## src/rtl/pwm_from_count.sv

```systemverilog
// PWM generator slaved to an external free-running counter, with a
// double-buffered duty register that is applied only on counter wrap.
module pwm_from_count #(
    parameter int CNT_W = 4
) (
    input  logic             clk,
    input  logic             rst,
    input  logic [CNT_W-1:0] cnt,
    input  logic             en,
    input  logic [CNT_W-1:0] duty_in,
    input  logic             duty_valid,
    output logic             duty_ready,
    output logic             pwm_out,
    output logic             period_tick,
    output logic             busy,
    output logic             sync_err
);

    localparam logic [CNT_W-1:0] MAX = '1;

    typedef enum logic [1:0] {
        IDLE,
        ARM,
        RUN,
        STOP
    } state_t;

    state_t           r_state;
    state_t           w_state_nxt;
    logic [CNT_W-1:0] r_cnt_prev;
    logic [CNT_W-1:0] r_duty_pend;
    logic [CNT_W-1:0] r_duty_act;
    logic             r_prev_vld;
    logic             r_pend_flag;
    logic             r_pwm;
    logic             r_tick;
    logic             r_sync_err;

    logic [CNT_W-1:0] w_cnt_inc;
    logic [CNT_W-1:0] w_duty_eff;
    logic             w_wrap;
    logic             w_disc;
    logic             w_accept;
    logic             w_active;
    logic             w_nxt_active;

    assign w_cnt_inc  = r_cnt_prev + CNT_W'(1);
    assign w_wrap     = r_prev_vld && (r_cnt_prev == MAX) && (cnt == '0);
    assign w_disc     = r_prev_vld && (cnt != w_cnt_inc);
    assign w_accept   = duty_valid && !r_pend_flag;
    // A duty that is being promoted on this wrap must already shape this period.
    assign w_duty_eff = (w_wrap && r_pend_flag) ? r_duty_pend : r_duty_act;
    assign w_active     = (r_state == RUN) || (r_state == STOP);
    assign w_nxt_active = (w_state_nxt == RUN) || (w_state_nxt == STOP);

    assign duty_ready  = ~r_pend_flag;
    assign pwm_out     = r_pwm;
    assign period_tick = r_tick;
    assign busy        = (r_state != IDLE);
    assign sync_err    = r_sync_err;

    always_comb begin
        w_state_nxt = r_state;
        case (r_state)
            IDLE: if (en) w_state_nxt = ARM;
            ARM: begin
                if (!en)        w_state_nxt = IDLE;
                else if (w_wrap) w_state_nxt = RUN;
            end
            RUN: begin
                if (w_disc)     w_state_nxt = ARM;
                else if (!en)   w_state_nxt = w_wrap ? IDLE : STOP;
            end
            STOP: begin
                if (w_disc)      w_state_nxt = ARM;
                else if (w_wrap) w_state_nxt = IDLE;
                else if (en)     w_state_nxt = RUN;
            end
            default: w_state_nxt = IDLE;
        endcase
    end

    always_ff @(posedge clk) begin
        if (!rst) begin
            r_state     <= IDLE;
            r_cnt_prev  <= '0;
            r_prev_vld  <= 1'b0;
            r_duty_pend <= '0;
            r_duty_act  <= '0;
            r_pend_flag <= 1'b0;
            r_pwm       <= 1'b0;
            r_tick      <= 1'b0;
            r_sync_err  <= 1'b0;
        end else begin
            r_state    <= w_state_nxt;
            r_cnt_prev <= cnt;
            r_prev_vld <= 1'b1;
            if (w_disc) r_sync_err <= 1'b1;
            // Accept is blocked while pending, so promote and accept never collide.
            if (w_wrap && r_pend_flag) begin
                r_duty_act  <= r_duty_pend;
                r_pend_flag <= 1'b0;
            end else if (w_accept) begin
                r_duty_pend <= duty_in;
                r_pend_flag <= 1'b1;
            end
            r_pwm  <= w_nxt_active && (cnt < w_duty_eff);
            r_tick <= w_wrap && w_active;
        end
    end

endmodule

```

## config.mk

```make
export PLATFORM = sky130hd
export DESIGN_NAME = pwm_from_count
export DESIGN_NICKNAME = d
export VERILOG_FILES = /design/src/rtl/pwm_from_count.sv
export SDC_FILE = /design/constraint.sdc
export NUM_CORES = 1
export LEC_CHECK = 0
export CAP_MARGIN = 20
export CORE_MARGIN = 2
export CORE_UTILIZATION = 53
export CTS_CLUSTER_SIZE = 8
export DETAILED_ROUTE_END_ITERATION = 8
export PLACE_DENSITY_LB_ADDON = 0.05
export SYNTH_ARGS = -nofsm -noshare
export SYNTH_HDL_FRONTEND = slang
export SYNTH_SLANG_ARGS = --single-unit
```

## constraint.sdc

```tcl
create_clock -name clk -period 5.1 [get_ports clk]
set_clock_uncertainty 0.1 [all_clocks]
set_input_delay 1.53 -clock clk [delete_from_list [all_inputs] [get_ports clk]]
set_output_delay 1.53 -clock clk [all_outputs]
set_load 0.005 [all_outputs]
```

# [Word-level counts from Yosys, hierarchy flattened]
# Index checks and enable logic that the tools add are counted.
[totals] register_bits=19 latch_bits=0 mem_bits_rw=0 rom_bits=0 input_bits=12 output_inout_bits=5 n_memories=0
[op_classes] n_addsub=1 mul=0 div_mod_pow=0 order_cmp=1 n_eq_ne=7 n_shift=0 n_mux=12 n_bitwise=3 reduce_logical=15
[ops] op="2-to-1 mux 2 bit" n=9
[ops] op="equality test 2 bit, second input constant" n=4
[ops] op="one-hot mux 2 bit (4 select lines)" n=1
[ops] op="logical AND 1 bit" n=7
[ops] op="adder 4 x 1 -> 4 bit, second input constant" n=1
[ops] op="equality test 4 bit, second input constant" n=1
[ops] op="zero test 4 bit" n=1
[ops] op="< comparator 4 bit" n=1
[ops] op="2-to-1 mux 4 bit" n=1
[ops] op="inequality test 4 bit" n=1
[ops] op="NOT 1 bit" n=3
[ops] op="equality test 2 x 1 -> 1 bit, second input constant" n=1
[ops] op="zero test 2 bit" n=1
[ops] op="logical OR 1 bit" n=2
[ops] op="AND reduction 2 bit" n=1
[ops] op="nonzero test 2 bit" n=1
[ops] op="OR reduction 2 bit" n=1
[ops] op="zero test 1 bit" n=1
[ops] op="2-to-1 mux 1 bit" n=1

# [Longest topological paths before layout]
[logic_depth] word_depth=10 depth_mapped=8

# [Least setup slack after synthesis]
# Ideal clock, no wire load.
[synth_path] kind="input-to-reg" from="input cnt[2]" to="register r_pwm (netlist: pwm_out)" setup_ns=0.059 arrival_ns=3.122 setup_slack_ns=1.819 path_stages=8 path_buffers=0 path_cell_list="and4b_1 and4b_2 nand2_1 mux2i_1 ha_1 a21o_2 a21oi_1 o311a_1"
[synth_between] elab_chain_cells=9 elab_cells_between_ends=19
[synth_lines] element="start: declaration" line_no="8" text="input logic [CNT_W-1:0] cnt,"
[synth_lines] element="zero test 4 bit" line_no="48" text="assign w_wrap = r_prev_vld && (r_cnt_prev == MAX) && (cnt == '0);"
[synth_lines] element="logical AND 1 bit" line_no="48"
[synth_lines] element="2-to-1 mux 2 bit (2 in series)" line_no="72" text="else if (!en) w_state_nxt = w_wrap ? IDLE : STOP;"
[synth_lines] element="2-to-1 mux 2 bit" line_no="71" text="if (w_disc) w_state_nxt = ARM;"
[synth_lines] element="one-hot mux 2 bit (4 select lines)" line_no="64" text="case (r_state)"
[synth_lines] element="equality test 2 bit" line_no="54" text="assign w_nxt_active = (w_state_nxt == RUN) || (w_state_nxt == STOP);"
[synth_lines] element="logical OR 1 bit" line_no="54"
[synth_lines] element="logical AND 1 bit (*)" line_no="107" text="r_pwm <= w_nxt_active && (cnt < w_duty_eff);"
[synth_lines] element="end signal: assignment" line_no="107"
[synth_lines] element="end: declaration" line_no="35" text="logic r_pwm;"
# Mark *: on every way between the ends. The rest lies on a longest branch, timed or not.
# A chain may end at the register's enable or synchronous reset.

# [Final worst setup path]
# Same ends and word-level chain as after synthesis.

==> impl_metrics.yaml <==
status:
  run_status: "finished, final reports clean"
global_routing:
  top_usage_layer: "met2"
  grt_pass1_vias: 665
  global_route.usage.met2_pct: 35.6
  initial_antenna_violation_count: 0
  global_route_wire_length_before_repair_um: 2690
  use_met1_pct: 20.2
  grt_usage_pct: 19.0
  pin_count_of_the_biggest_net_entering_global_routing: 19
  grt_remaining_overflow: 0
  groute.layer.met3.usage_pct: 4.08
routing:
  finalWirelength_um: 1510
  dr.first_iter.drc_count: 6
  antenna_violating_nets_post_route: 0
  routedWlPerCell_um: 13.1
  drcViolationCount: 0
  route.vias.total: 625
  firstDrtPassIters: 4
  post_detailed_route_via_to_cell_ratio: 5.43
cts:
  postCtsSetupBuffers: 0
  clock_insertion_delay_worst_skew_ns: 0.30
  clockRootBuffer: "sky130_fd_sc_hd__clkbuf_4"
  cts-buffers-inserted: 3
  tritoncts: "built"
  worst_path_clk_slew_ns: 0.10
  htree_num_levels: 1
  cts-hold-fix-buffers: 0
  postCtsResizedCells: 0
  cts_num_sinks: 19
  cts-root-to-sink-buffers: 2
sta:
  final_hold_viol_count: 0
  final_critical_path_setup_slack_ns: 1.45
  period_minus_slack_ns: 3.65
  period_share_pct: 71.6
  grt_setup_unrepaired: "false"
  worstMarginPinSlew_ns: 0.515
  timing.max_slew.rel_slack_pct: 65.6
  final.setup.tns_ns: 0
  final_max_slew_viol_count: 0
  final-setup-viol-count: 0
  fmax_mhz: 274
synthesis:
  ys_seq_elements: 19
  synth-edff-count: 0
  synth_top_area_cell: "sky130_fd_sc_hd__dfxtp_1"
  synth_seq_area_share_pct: 44.0
  synthesis.area_um2: 865
  syn-mean-instance-area_um2: 10.7
  netlist_top_cells_count: "19 x sky130_fd_sc_hd__dfxtp_1, 8 x sky130_fd_sc_hd__nor2b_1, 7 x sky130_fd_sc_hd__mux2i_1, 4 x sky130_fd_sc_hd__ha_1, 4 x sky130_fd_sc_hd__xnor2_1"
  synth_most_common_cell: "sky130_fd_sc_hd__dfxtp_1"
  synth_warnings: 0
  synthDominantCellAreaShare_pct: 44.0
  synth_area_leaders: "sky130_fd_sc_hd__dfxtp_1 44%, sky130_fd_sc_hd__mux2i_1 8.1%, sky130_fd_sc_hd__ha_1 5.8%"
  synth_cell_types: 29
  main_synth_ff_type: "sky130_fd_sc_hd__dfxtp_1"
  syn_nets: 97
  instance_count_of_the_mapped_netlist: 81
  postSynth.asyncResetShare_pct: 0
floorplanning:
  core_area_mm2: 0.00152
  design.die.area_mm2: 0.00197
  die_height_um: 44.4
  die_width_um: 44.4
  placement_rows: 14
  num_io_pins: 17
  floorplan.initialDensity_pct: 56.7
power_and_ir_drop:
  pwr_dens_mw_per_mm2: 253
  cell_internal_pwr_uw: 206
  power_frac_seq_pct: 58.9
  power.clock.fraction_pct: 28.0
  power.share.switching_pct: 23.4
  netSwitchingPower_uw: 62.8
  pwr-share-comb_pct: 13.1
  worst_ir_drop_vdd_mv: 0.212
  power_leakage_nw: 0.417
placed_design:
  place.gp.congestion: 0.810
  placement.setup.worst_slack_ns: 1.13
  postPlaceCellArea_mm2: 0.00104
  post-dp-hpwl_um: 1190
  port_buffers: 16
min_path:
  holdCritPathClass: "reg2reg"
worst_setup_path:
  timing.critical_path.to: "pwm_out"
  arrival_ns: 3.80
  path_max_fanout: 6
  crit_reg_reg_startpoint: "r_cnt_prev[0]"
  endpoint_of_the_worst_register_to_register_path: "pwm_out"
  crit_path_end_kind: "flop"
  worstSetupStartpoint: "cnt[2]"
  reg2regPathDepth: 8
  reg2reg_slack_ns: 2.79
  cp-start-kind: "input pin"
  path_class: "in2reg"
  worst_ep_required_time_ns: 5.25
job:
  maxCapViolations: 0
final_layout:
  design_area_mm2: 0.00106
  post_route_cells_drive_above_1_share_pct: 11.1
  antenna-diode-count: 0
  final_net_count: 116
  n_fill_cell: 125
  syn_to_final_growth_pct: 23.0
-- worst max-delay path, cell delays in order --
cell	delay [ns]
sky130_fd_sc_hd__clkdlybuf4s50_1	0.46
sky130_fd_sc_hd__and4b_1	0.32
sky130_fd_sc_hd__and4b_2	0.29
sky130_fd_sc_hd__nand2_1	0.15
sky130_fd_sc_hd__mux2i_1	0.24
sky130_fd_sc_hd__ha_1	0.29
sky130_fd_sc_hd__a21o_2	0.22
sky130_fd_sc_hd__a21oi_1	0.15
sky130_fd_sc_hd__o311a_1	0.16
-- metrics by stage --
step | std cells | total power, mW | util [%] | hold slack, ns
after CTS | 115 | 0.272 | 69.8 | 0.400
after global routing | 115 | 0.281 | 69.8 | 0.411
after floorplan | 81 | 0.180 | - | 0.338
final | 115 | 0.269 | 69.8 | 0.389
after detailed placement | 111 | 0.197 | 68.1 | 0.375
after global placement | 111 | 0.196 | 68.1 | 0.347
-- routing by layer --
layer,wire (um),part of all wire [%]
met1,626,41
met2,799,53
met3,66,4.4
met4,17,1.1
met5,0,0
-- state kept, by name (all words and copies together) (netlist names) --
register	flops
r_duty_pend	4
r_prev_vld	1
pwm_out	1
r_state	2
r_cnt_prev	4
period_tick	1
r_duty_act	4
r_pend_flag	1
sync_err	1
-- placed cells by master, fill, tap and decap left out, drive strengths merged, types with 2 or more instances in the layout --
master	count
and2	4
nand3	3
nor2b	8
nand4b	2
a21boi	2
and4b	2
xor2	2
mux2i	7
inv	2
ha	4
clkdlybuf4s50	16
nand2	3
o21ai	2
dfxtp	19
xnor2	4
nor2	2
clkbuf	4
a21oi	3
-- worst min-delay path by stage --
| stage | startpoint | endpoint | cells after the start |
|---|---|---|---|
| finish | sync_err | sync_err | 1 |
| global route | sync_err | sync_err | 1 |
| CTS | sync_err | sync_err | 1 |
| detailed placement | sync_err | sync_err | 1 |
| global placement | sync_err | sync_err | 1 |
| floorplan | r_duty_act[0] | r_duty_act[0] | 2 |
-- power by group through the flow --
| stage | logic, mW | registers, mW | clock network [mW] |
|---|---|---|---|
| finish | 0.0352 | 0.158 | 0.0754 |
| global route | 0.0390 | 0.159 | 0.0828 |
| CTS | 0.0357 | 0.158 | 0.0779 |
| detailed placement | 0.0355 | 0.162 | 0 |
| global placement | 0.0344 | 0.162 | 0 |
| floorplan | 0.0189 | 0.161 | 0 |
-- cell families after synthesis --
| logic type | synth area share, % |
|---|---|
| multiplexers | 8.10 |
| AO/OA/AOI/OAI | 14.5 |
| flip-flops | 44.0 |
| adder cells (fa/ha/maj) | 5.79 |
| XOR/XNOR | 6.08 |
| buffers and inverters | 1.74 |
| AND/OR/NAND/NOR | 19.8 |
-- layout make-up --
cell class	count	area (um2)	area share, %
inverters	2	7.51	0.706
multi-input cells	58	469	44.1
flip-flops and latches	19	380	35.8
well taps	16	20.0	1.88
repair buffers	16	160	15.1
clock buffers	4	26.3	2.47
(Power assumes the default switching activity.)
